$ cat config.mk
export PLATFORM = sky130hd
export DESIGN_NAME = vga_timing
export DESIGN_NICKNAME = d
export VERILOG_FILES = /design/src/rtl/video_pkg.sv /design/src/rtl/wrap_counter.sv /design/src/rtl/vga_timing.sv
export SDC_FILE = /design/constraint.sdc
export NUM_CORES = 1
export LEC_CHECK = 0
export BUFFER_PORTS_ARGS = -buffer_cell sky130_fd_sc_hd__buf_2
export CAP_MARGIN = 15
export CORE_ASPECT_RATIO = 1.75
export CORE_UTILIZATION = 45
export DETAILED_ROUTE_END_ITERATION = 10
export GPL_TIMING_DRIVEN = 0
export PLACE_DENSITY = 0.76
export SLEW_MARGIN = 20
export SYNTH_ARGS = -nofsm -noshare
export SYNTH_HDL_FRONTEND = slang
export SYNTH_SLANG_ARGS = --single-unit
export TNS_END_PERCENT = 10
$ cat constraint.sdc
create_clock -name clk -period 3.22 [get_ports clk]
set_input_delay 0.483 -clock clk [delete_from_list [all_inputs] [get_ports clk]]
set_output_delay 0.483 -clock clk [all_outputs]
set_load 0.02 [all_outputs]
$ cat src/rtl/video_pkg.sv
// Shared 640x480@60 raster constants for the video path (vga_timing, display).
// Each stage takes its geometry from here, so all of them agree on one timing.
package video_pkg;

    localparam int COORD_W     = 11;

    localparam int DEF_CLK_DIV = 2;

    localparam int H_ACTIVE_640 = 640;
    localparam int H_FRONT_640  = 16;
    localparam int H_SYNC_640   = 96;
    localparam int H_BACK_640   = 48;
    localparam int H_BLANK      = H_FRONT_640 + H_SYNC_640 + H_BACK_640;
    localparam int H_TOTAL      = H_ACTIVE_640 + H_BLANK;

    localparam int V_ACTIVE_480 = 480;
    localparam int V_FRONT_480  = 10;
    localparam int V_SYNC_480   = 2;
    localparam int V_BACK_480   = 33;
    localparam int V_TOTAL      = V_ACTIVE_480 + V_FRONT_480 + V_SYNC_480 + V_BACK_480;

    typedef logic [COORD_W-1:0] coord_t;

    // The divider needs at least one bit, even when it divides by one.
    function automatic int div_width(input int div);
        return (div > 1) ? $clog2(div) : 1;
    endfunction

endpackage

$ cat src/rtl/wrap_counter.sv
// Counter that runs START..LAST and then returns to START, advancing on inc.
// It exposes the value it will take at the next edge, so callers can register logic aligned with it.
module wrap_counter #(
    parameter int                WIDTH = 8,
    parameter logic [WIDTH-1:0]  START = '0,
    parameter logic [WIDTH-1:0]  LAST  = '1
) (
    input  logic             clk,
    input  logic             res,
    input  logic             inc,
    output logic [WIDTH-1:0] count,
    output logic [WIDTH-1:0] count_next,
    output logic             wrap
);

    always_comb begin
        wrap       = inc && (count == LAST);
        count_next = count;
        if (inc) begin
            count_next = wrap ? START : count + WIDTH'(1);
        end
    end

    always_ff @(posedge clk) begin
        if (!res) begin
            count <= START;
        end else begin
            count <= count_next;
        end
    end

endmodule

$ cat src/rtl/vga_timing.sv
// 640x480@60 raster generator: pixel divider, signed h / unsigned v beam position,
// pixel enable, line strobe, and sync levels for the connector.
module vga_timing
    import video_pkg::*;
#(
    parameter int CLK_DIV  = DEF_CLK_DIV,
    parameter int H_ACTIVE = H_ACTIVE_640,
    parameter int H_FRONT  = H_FRONT_640,
    parameter int H_SYNC   = H_SYNC_640,
    parameter int H_BACK   = H_BACK_640,
    parameter int V_ACTIVE = V_ACTIVE_480,
    parameter int V_FRONT  = V_FRONT_480,
    parameter int V_SYNC   = V_SYNC_480,
    parameter int V_BACK   = V_BACK_480
) (
    input  logic               clk,
    input  logic               res,
    output logic               enable_pixel,
    output logic [COORD_W-1:0] h_pixel,
    output logic [COORD_W-1:0] v_pixel,
    output logic               hsync,
    output logic               vsync,
    output logic               vga_hs_n,
    output logic               vga_vs_n
);

    localparam int HBL   = H_FRONT + H_SYNC + H_BACK;
    localparam int VTOT  = V_ACTIVE + V_FRONT + V_SYNC + V_BACK;
    localparam int DIV_W = div_width(CLK_DIV);

    localparam logic [DIV_W-1:0]          DIV_LAST = DIV_W'(CLK_DIV - 1);
    localparam logic [COORD_W-1:0]        H_FIRST  = COORD_W'(-HBL);
    localparam logic [COORD_W-1:0]        H_LAST   = COORD_W'(H_ACTIVE - 1);
    localparam logic signed [COORD_W-1:0] HS_ON    = COORD_W'(H_FRONT - HBL);
    localparam logic signed [COORD_W-1:0] HS_OFF   = COORD_W'(H_FRONT + H_SYNC - HBL);
    localparam logic [COORD_W-1:0]        V_LAST   = COORD_W'(VTOT - 1);
    localparam logic [COORD_W-1:0]        V_ACT    = COORD_W'(V_ACTIVE);
    localparam logic [COORD_W-1:0]        VS_ON    = COORD_W'(V_ACTIVE + V_FRONT);
    localparam logic [COORD_W-1:0]        VS_OFF   = COORD_W'(V_ACTIVE + V_FRONT + V_SYNC);

    logic                      tick;
    logic                      h_wrap;
    logic                      v_wrap_unused;
    logic [DIV_W-1:0]          div_count_unused;
    logic [DIV_W-1:0]          div_next_unused;
    logic signed [COORD_W-1:0] h_next;
    logic [COORD_W-1:0]        v_next;
    logic                      in_hs;
    logic                      in_vs;
    logic                      active_next;

    wrap_counter #(.WIDTH(DIV_W), .START('0), .LAST(DIV_LAST)) u_div (
        .clk        (clk),
        .res        (res),
        .inc        (1'b1),
        .count      (div_count_unused),
        .count_next (div_next_unused),
        .wrap       (tick)
    );

    // Blanking sits at negative h so the active region starts at 0 and
    // h_pixel[10] alone marks blanking for the display stage.
    wrap_counter #(.WIDTH(COORD_W), .START(H_FIRST), .LAST(H_LAST)) u_h (
        .clk        (clk),
        .res        (res),
        .inc        (tick),
        .count      (h_pixel),
        .count_next (h_next),
        .wrap       (h_wrap)
    );

    wrap_counter #(.WIDTH(COORD_W), .START('0), .LAST(V_LAST)) u_v (
        .clk        (clk),
        .res        (res),
        .inc        (h_wrap),
        .count      (v_pixel),
        .count_next (v_next),
        .wrap       (v_wrap_unused)
    );

    // Decode from the upcoming position so these registers line up with the coordinates.
    always_comb begin
        in_hs       = (h_next >= HS_ON) && (h_next < HS_OFF);
        in_vs       = (v_next >= VS_ON) && (v_next < VS_OFF);
        active_next = !h_next[COORD_W-1] && (v_next < V_ACT);
    end

    always_ff @(posedge clk) begin
        if (!res) begin
            enable_pixel <= 1'b0;
            hsync        <= 1'b0;
            vsync        <= 1'b0;
            vga_hs_n     <= 1'b1;
            vga_vs_n     <= 1'b1;
        end else begin
            enable_pixel <= tick && active_next;
            hsync        <= h_wrap;
            vsync        <= in_vs;
            vga_hs_n     <= !in_hs;
            vga_vs_n     <= !in_vs;
        end
    end

endmodule

==> impl_metrics.ini, run 1 <==
[global_routing]
antenna_found_initial = 0
grt.overflow.total = 0
grt_usage_pct = 20.52
grt_pass1_wl_mm = 5.533
grt_pass1_vias = 1256
grt_max_degree = 17

[logic_synthesis]
ys_seq_area_share_pct = 38.13
muxShareOfSynthArea_pct = 1.362
synth-main-ff-cell = dfxtp_1
synthAdderAreaFrac_pct = 2.553
synth_simple_gate_area_share_pct = 30.13
synth_enable_flop_cells = 0
synth_compound_area_share_pct = 17.70
synth_top_area_cell = dfxtp_1
synth_fp_nets = 177
synthCells = 172
syn_area_um2 = 1470
synth_top_area_share_pct = 38.13
async_flop_share_pct = 0
synth_area_leaders = dfxtp_1 (38%), nor2_1 (4.1%), nand2_1 (3.8%), nand3_1 (3.4%), a21oi_1 (3.1%)
synth_cell_types = 46
synth_xor_area_share_pct = 5.957
avgSynthCellArea_um2 = 8.547
synth_top_family_by_area = simple AND/OR/NAND/NOR gates
synth_warnings = 0
synth-seq-cells = 28

[detailed_routing]
ant_nets = 0
drt_iter0_markers = 33
vias_per_cell = 5.773
drcViolationCount = 0
wl_mm = 3.337
wire_per_inst_um = 13.51
drtPass1Iterations = 4
num_vias = 1426

[critical_path]
cp_max_fo = 10
cp.required_ns = 3.38
critPathKind = reg2reg
cp.arrival_ns = 2.72
end_kind = register
worstSetupStartpointType = register

[power]
p_leak_nw = 0.6559
p_total_mw = 0.6518
power_density_nw_per_um2 = 375.6
irDropWorstVdd_mv = 0.2791

[timing]
skew_ns = 0.002042
period_needed_ns = 2.557
worst_pin_slew_ns = 0.5786
slew_headroom_pct = 60.43
fmaxAchievable_ghz = 0.3911
hold_viol = 0
setup_viol = 0
drv_slew = 0
rsz0062_at_grt = no
fin_crit_sh_pct = 79.41
setup_tns_ns = 0
hold_slack_ns = 0.4339

[clock_network]
clk_latency_ns = 0.28
cts_tree = built
cts.repair.resized = 0
cts_buffer_depth = 2
ctsHtreeMaxLevel = 1
cts_num_sinks = 28
clock-root-buffer = clkbuf_8
cts_made_buffers = 3
cts_setup_buffers = 0
holdBufCountCts = 0
clk_pin_slew_ns = 0.10

[final_layout]
design_area_um2 = 1735
area_delta_synth_final_pct = 18.04
layout_commonest_cell = buf_2
fin_nets = 210
drive_gt1_share_pct = 22.06
antenna_cells = 0
layout_common_cells = buf_2 (29), dfxtp_1 (28), nor2_1 (16), nand2_1 (15), nand3_1 (10)

[min_path]
min_path_type = in2reg

[place]
dp_hpwl_mm = 2.440
placed_area_um2 = 1664
place_congestion = 0.8237
placement.io_buffers = 28

[floorplanning]
chipWidth_um = 45.21
die-area_um2 = 3508
ios = 29
start_util_pct = 46.79
die_h_um = 77.61
core_area_um2 = 3142
row_count = 27

[job]
cap_violations = 0

[outcome]
status = completed
==> report_power, final <==
part / internal, mW / switching [mW] / total, mW
clock network: 0.167 / 0.114 / 0.280
registers: 0.349 / 0.00257 / 0.351
logic: 0.00677 / 0.0134 / 0.0202
total: 0.522 / 0.130 / 0.652
==> flip-flops by register name (all words and copies together) (netlist names) <==
| name | flops |
|---|---|
| enable_pixel | 1 |
| hsync | 1 |
| u_div.count | 1 |
| vsync | 1 |
| u_v.count | 11 |
| vga_vs_n | 1 |
| vga_hs_n | 1 |
| u_h.count | 11 |
==> metrics by stage <==
stage | instances | worst slack [ns] | utilization [%]
2_1_floorplan | 172 | 0.7608 | -
3_3_place_gp | 243 | 0.7257 | 52.97
3_5_place_dp | 243 | 0.6852 | 52.97
4_1_cts | 247 | 0.6662 | 55.24
5_1_grt | 247 | 0.5141 | 55.24
6_report | 247 | 0.6630 | 55.24
==> cells by family (layout without fill, tap and decap cells) <==
family	after synthesis	count (layout)
XOR/XNOR	10	10
flip-flops	28	28
buffers and inverters	13	45
adder cells (fa/ha/maj)	3	3
multiplexers	2	2
AO/OA/AOI/OAI	34	34
AND/OR/NAND/NOR	82	82
==> per-layer routing <==
metal | share of wire [%] | track usage (%)
met5 | 0 | 0
met4 | 4.0 | 12.42
met1 | 40 | 24.10
met3 | 4.5 | 1.628
met2 | 51 | 34.20
==> final timing paths <==
check / startpoint / endpoint / slack, ns / cells past startpoint
hold / removal: res / u_h.count[9] / 0.43 / 2
setup / recovery: u_h.count[0] / vga_vs_n / 0.66 / 7
setup reg to reg: u_h.count[0] / vga_vs_n / 0.66 / 7
hold reg to reg: u_h.count[1] / u_h.count[1] / 0.52 / 2
==> worst max-delay path, stage by stage (launching register included) <==
cell and delay [ns]:
dfxtp_1 0.41, ha_1 0.26, nand4_1 0.25, or3_1 0.46, buf_6 0.15, o31ai_4 0.26, o211ai_2 0.14, or4_1 0.50
==> area by class of cell <==
| type | instances | area [um2] |
|---|---|---|
| buffer | 6 | 35.03 |
| inverter | 7 | 26.28 |
| timing repair buffer | 28 | 140.1 |
| multi-input combinational | 131 | 848.3 |
| clock inverter | 1 | 30.03 |
| clock buffer | 3 | 41.29 |
| tap | 43 | 53.80 |
| sequential | 28 | 560.5 |
| fill | 326 | 1406 |
==> cells in the mapped netlist, types with 3 or more instances <==
library cell and n:
or2_2 5, o21ai_0 3, xnor2_1 5, nor4b_1 3, dfxtp_1 28, ha_1 3
nand2_1 15, nand3_1 10, inv_1 7, nor4_1 3, nor3_1 9, a21oi_1 9
xor2_1 5, nand4_1 6, nor2_1 16, or3_1 4, clkbuf_1 3
Note: power is estimated with default switching activity, not from simulation.
==> run 2: changes to the inputs <==
==> constraint.sdc (replaced) <==
create_clock -name clk -period 2.5 [get_ports clk]
set_input_delay 0.375 -clock clk [delete_from_list [all_inputs] [get_ports clk]]
set_output_delay 0.375 -clock clk [all_outputs]
set_load 0.02 [all_outputs]
==> run 2 against run 1 <==
Net effect:
- global-route usage is 0.36 points higher
- non-clock buffer count grew 3
- critical endpoint unchanged
- routed wire length is 5.2% higher
- setup slack lost 0.61 ns
- first-iteration DRC count increased by 12%
- largest cell class unchanged
- hold slack got worse by 0.11 ns
==> impl_metrics.ini, run 2 (synthesis results as in run 1) <==
[outcome]
status = completed

[critical_path]
r2r-end = vga_vs_n
path_delay_family = compound AO/OA/AOI/OAI gates
timing.rr.start = u_h.count[0]
path_cells = ha_2, nand4_1, buf_4, o41a_1, a31oi_1, o211ai_1, or4_1
end_kind = register
rrSetupSlack_ns = 0.06
critPathSlowestCell = o41a_1
worstRegToRegCells = 7
critPathKind = reg2reg
crit_start = u_h.count[0]
cp.required_ns = 2.66
cp.depth = 7
cpPeakStageDelay_ns = 0.43
cp.buffers_inverters = 1
crit_path_end = vga_vs_n
worstSetupStartpointType = register
cp.arrival_ns = 2.60
cp_max_fo = 5

[clock_network]
cts_buffer_depth = 2
ctsHtreeMaxLevel = 1
holdBufCountCts = 0
clk_latency_ns = 0.28
clk_pin_slew_ns = 0.10
cts_made_buffers = 3
clock-root-buffer = clkbuf_8
cts_num_sinks = 28
cts_tree = built

[floorplanning]
die-area_um2 = 3508
start_util_pct = 46.79
chipWidth_um = 45.21
die_h_um = 77.61
core_area_um2 = 3142
row_count = 27
ios = 29

[final_layout]
antenna_cells = 0
fin_nets = 213
layout_common_cells = buf_2 (29), dfxtp_1 (26), nor2_1 (16), nand2_1 (15), nand3_1 (10)
utilization_pct = 56.91
fillers = 316
reg.largest.list = u_h.count (11), u_v.count (11)
drive_gt1_share_pct = 26.57
layout_commonest_cell = buf_2
area_delta_synth_final_pct = 21.62

[global_routing]
grt_usage_pct = 20.88
grt_max_degree = 17
grt_pass1_wl_mm = 5.616
grt_pass1_vias = 1283
antenna_found_initial = 0
grt.overflow.total = 0

[power]
p_total_mw = 0.8386
irDropWorstVdd_mv = 0.3588
power_density_nw_per_um2 = 469.0
p_leak_nw = 0.6697

[detailed_routing]
drcViolationCount = 0
num_vias = 1442
vias_per_cell = 5.768
wl_mm = 3.510
wire_per_inst_um = 14.04
drt_iter0_markers = 37
drtPass1Iterations = 4
ant_nets = 0

[timing]
slew_headroom_pct = 59.42
skew_ns = 0.003012
setup_viol = 0
fin_crit_sh_pct = 97.77
hold_slack_ns = 0.3273
setup_tns_ns = 0
hold_viol = 0
drv_slew = 0
period_needed_ns = 2.444
fmaxAchievable_ghz = 0.4091
worst_pin_slew_ns = 0.5933

[place]
placement.io_buffers = 28
dp_hpwl_mm = 2.440
place_congestion = 0.8237

[job]
cap_violations = 0

[min_path]
min_path_type = in2reg
## run 2: worst min-delay path by stage
stage                      start           end  slack (ns)  depth (start not counted)
floorplan                    res  u_h.count[9]        0.44                          1
global placement    u_h.count[1]  u_h.count[1]        0.49                          2
detailed placement  u_h.count[1]  u_h.count[1]        0.50                          2
CTS                          res  u_h.count[9]        0.33                          2
global route                 res  u_h.count[9]        0.35                          2
finish                       res  u_h.count[9]        0.33                          2
## run 2: final cells by class
cell class | count | area [um2] | share of cell area (%)
timing repair buffer | 31 | 162.7 | 9.097
clock buffer | 3 | 41.29 | 2.309
multi-input combinational | 131 | 873.3 | 48.85
buffer | 6 | 35.03 | 1.959
inverter | 7 | 26.28 | 1.470
tap | 43 | 53.80 | 3.009
clock inverter | 1 | 30.03 | 1.680
sequential | 28 | 565.5 | 31.63
## run 2: metrics by stage
step	instances	worst slack (ns)	instance area (um2)
finish	250	0.05586	1788
global route	250	-0.03563	1788
CTS	249	0.007552	1753
detailed placement	243	-0.03479	1664
global placement	243	0.005745	1664
floorplan	172	0.04078	1470
## run 2: metal layers
layer | share of wire (%) | wire, um | GRT usage (%) | up-vias
li1 | - | - | - | 703
met1 | 40 | 1418 | 23.81 | 667
met2 | 51 | 1804 | 35.22 | 55
met3 | 3.8 | 134 | 1.860 | 17
met4 | 4.4 | 153 | 13.03 | 0
met5 | 0 | 0 | 0 | -
## run 2: report_power, final
part | total (mW) | switching, mW | internal [mW]
sequential | 0.453 | 0.00337 | 0.450
combinational | 0.0263 | 0.0173 | 0.00895
clock | 0.359 | 0.145 | 0.214
total | 0.839 | 0.166 | 0.673
## run 2: timing repair
| action | in CTS | in global routing |
|---|---|---|
| buffers inserted | 2 | 1 |
| pin swaps | 1 | 3 |
| gates resized for setup | 1 | 8 |
| endpoints found under the setup margin | 1 | 2 |
| cloned | 0 | 0 |
==> run 3: changes to the inputs <==
--- a/config.mk
+++ b/config.mk
@@ -8,6 +8,7 @@
 export BUFFER_PORTS_ARGS = -buffer_cell sky130_fd_sc_hd__buf_2
 export CAP_MARGIN = 15
 export CORE_ASPECT_RATIO = 1.75
+export CORE_MARGIN = 4
 export CORE_UTILIZATION = 45
 export DETAILED_ROUTE_END_ITERATION = 10
 export GPL_TIMING_DRIVEN = 0
==> constraint.sdc (replaced) <==
create_clock -name clk -period 3.1 [get_ports clk]
set_input_delay 0.465 -clock clk [delete_from_list [all_inputs] [get_ports clk]]
set_output_delay 0.465 -clock clk [all_outputs]
set_load 0.02 [all_outputs]
==> run 3 against run 2 <==
Net effect:
- fmax fell by 4.6%
- cell count fell by 1.2%
- clock-buffer cell count unchanged
- total power is 20% lower
- hold slack gained 0.099 ns
- clock skew hardly changed
- largest cell class unchanged
- highest routed layer unchanged
==> impl_metrics.ini, run 3 (synthesis results as in run 1) <==
[timing]
fmaxAchievable_ghz = 0.3905
hold_viol = 0
setup_tns_ns = 0
worst_pin_slew_ns = 0.5779
slew_headroom_pct = 60.48
fin_crit_sh_pct = 82.60
drv_slew = 0
skew_ns = 0.002795
period_needed_ns = 2.561
hold_slack_ns = 0.4267
rsz0062_at_grt = no
setup_viol = 0

[final_layout]
layout_common_cells = buf_2 (29), dfxtp_1 (28), nor2_1 (16), nand2_1 (15), nand3_1 (10)
layout_commonest_cell = buf_2
fin_nets = 210
area_delta_synth_final_pct = 18.04
reg.largest.list = u_h.count (11), u_v.count (11)
utilization_pct = 55.24
drive_gt1_share_pct = 22.06
antenna_cells = 0

[critical_path]
critPathKind = reg2reg
cp.arrival_ns = 2.69
cp.required_ns = 3.23
worstSetupStartpointType = register
cp_max_fo = 10
end_kind = register
timing.rr.start = u_h.count[0]
crit_start = u_h.count[0]

[floorplanning]
start_util_pct = 46.79
chipWidth_um = 51.21
core_area_um2 = 3142
die-area_um2 = 4281
die_h_um = 83.61
row_count = 27
ios = 29

[global_routing]
grt.overflow.total = 0
grt_max_degree = 17
grt_pass1_wl_mm = 5.913
antenna_found_initial = 0
grt_usage_pct = 17.73
grt_pass1_vias = 1322

[clock_network]
clk_pin_slew_ns = 0.09
clk_latency_ns = 0.28
cts_buffer_depth = 2
cts_tree = built
ctsHtreeMaxLevel = 1
holdBufCountCts = 0
cts_made_buffers = 3
clock-root-buffer = clkbuf_8
cts_num_sinks = 28
cts.repair.resized = 0
cts_setup_buffers = 0

[job]
cap_violations = 0

[detailed_routing]
ant_nets = 0
drcViolationCount = 0
num_vias = 1404
vias_per_cell = 5.684
drtPass1Iterations = 4
wl_mm = 3.523
wire_per_inst_um = 14.26
drt_iter0_markers = 27

[power]
power_density_nw_per_um2 = 388.1
p_leak_nw = 0.6559
irDropWorstVdd_mv = 0.3116

[outcome]
status = completed

[place]
place_congestion = 0.8779
placement.io_buffers = 28
dp_hpwl_mm = 2.567

[min_path]
min_path_type = in2reg
holdCritStartpoint = res
## run 3: worst paths after layout
| kind | end | slack [ns] | depth (start not counted) |
|---|---|---|---|
| worst max-delay path | enable_pixel | 0.54 | 7 |
| worst min register to register | u_h.count[1] | 0.51 | 2 |
| worst max register to register | enable_pixel | 0.54 | 7 |
| worst min-delay path | u_h.count[9] | 0.43 | 2 |
## run 3: cell type report
type                            count  area (um2)
Clock buffer                        3       41.29
Clock inverter                      1       30.03
Fill cell                         313        1406
Multi-Input combinational cell    131       848.3
Tap cell                           43       53.80
Sequential cell                    28       560.5
Inverter                            7       26.28
Timing Repair Buffer               28       140.1
Buffer                              6       35.03
## run 3: worst max-delay path, stage by stage (launching register included)
cell	delay, ns
dfxtp_1	0.40
ha_1	0.26
nand4_1	0.25
or3_1	0.45
buf_6	0.16
o31ai_4	0.26
o211ai_2	0.15
a2111oi_0	0.49
## run 3: routing by layer
metal	global-route usage [%]	vias up	share of wire (%)
met4	12.50	0	4.6
met3	1.968	17	4.5
met1	20.51	639	42
met5	0	-	0
li1	-	700	-
met2	29.14	48	49
## run 3: metrics by stage
step,instances,setup WS [ns],area [um2],total power [mW]
global route,247,0.4295,1735,0.6956
floorplan,172,0.6408,1470,0.3872
detailed placement,243,0.5986,1664,0.3947
CTS,247,0.5118,1735,0.6826
global placement,243,0.5996,1664,0.3944
finish,247,0.5392,1735,0.6735
## run 3: power by group
group	switching [mW]	internal, mW
registers	0.00246	0.362
logic	0.0145	0.00698
clock network	0.114	0.173
total	0.131	0.542
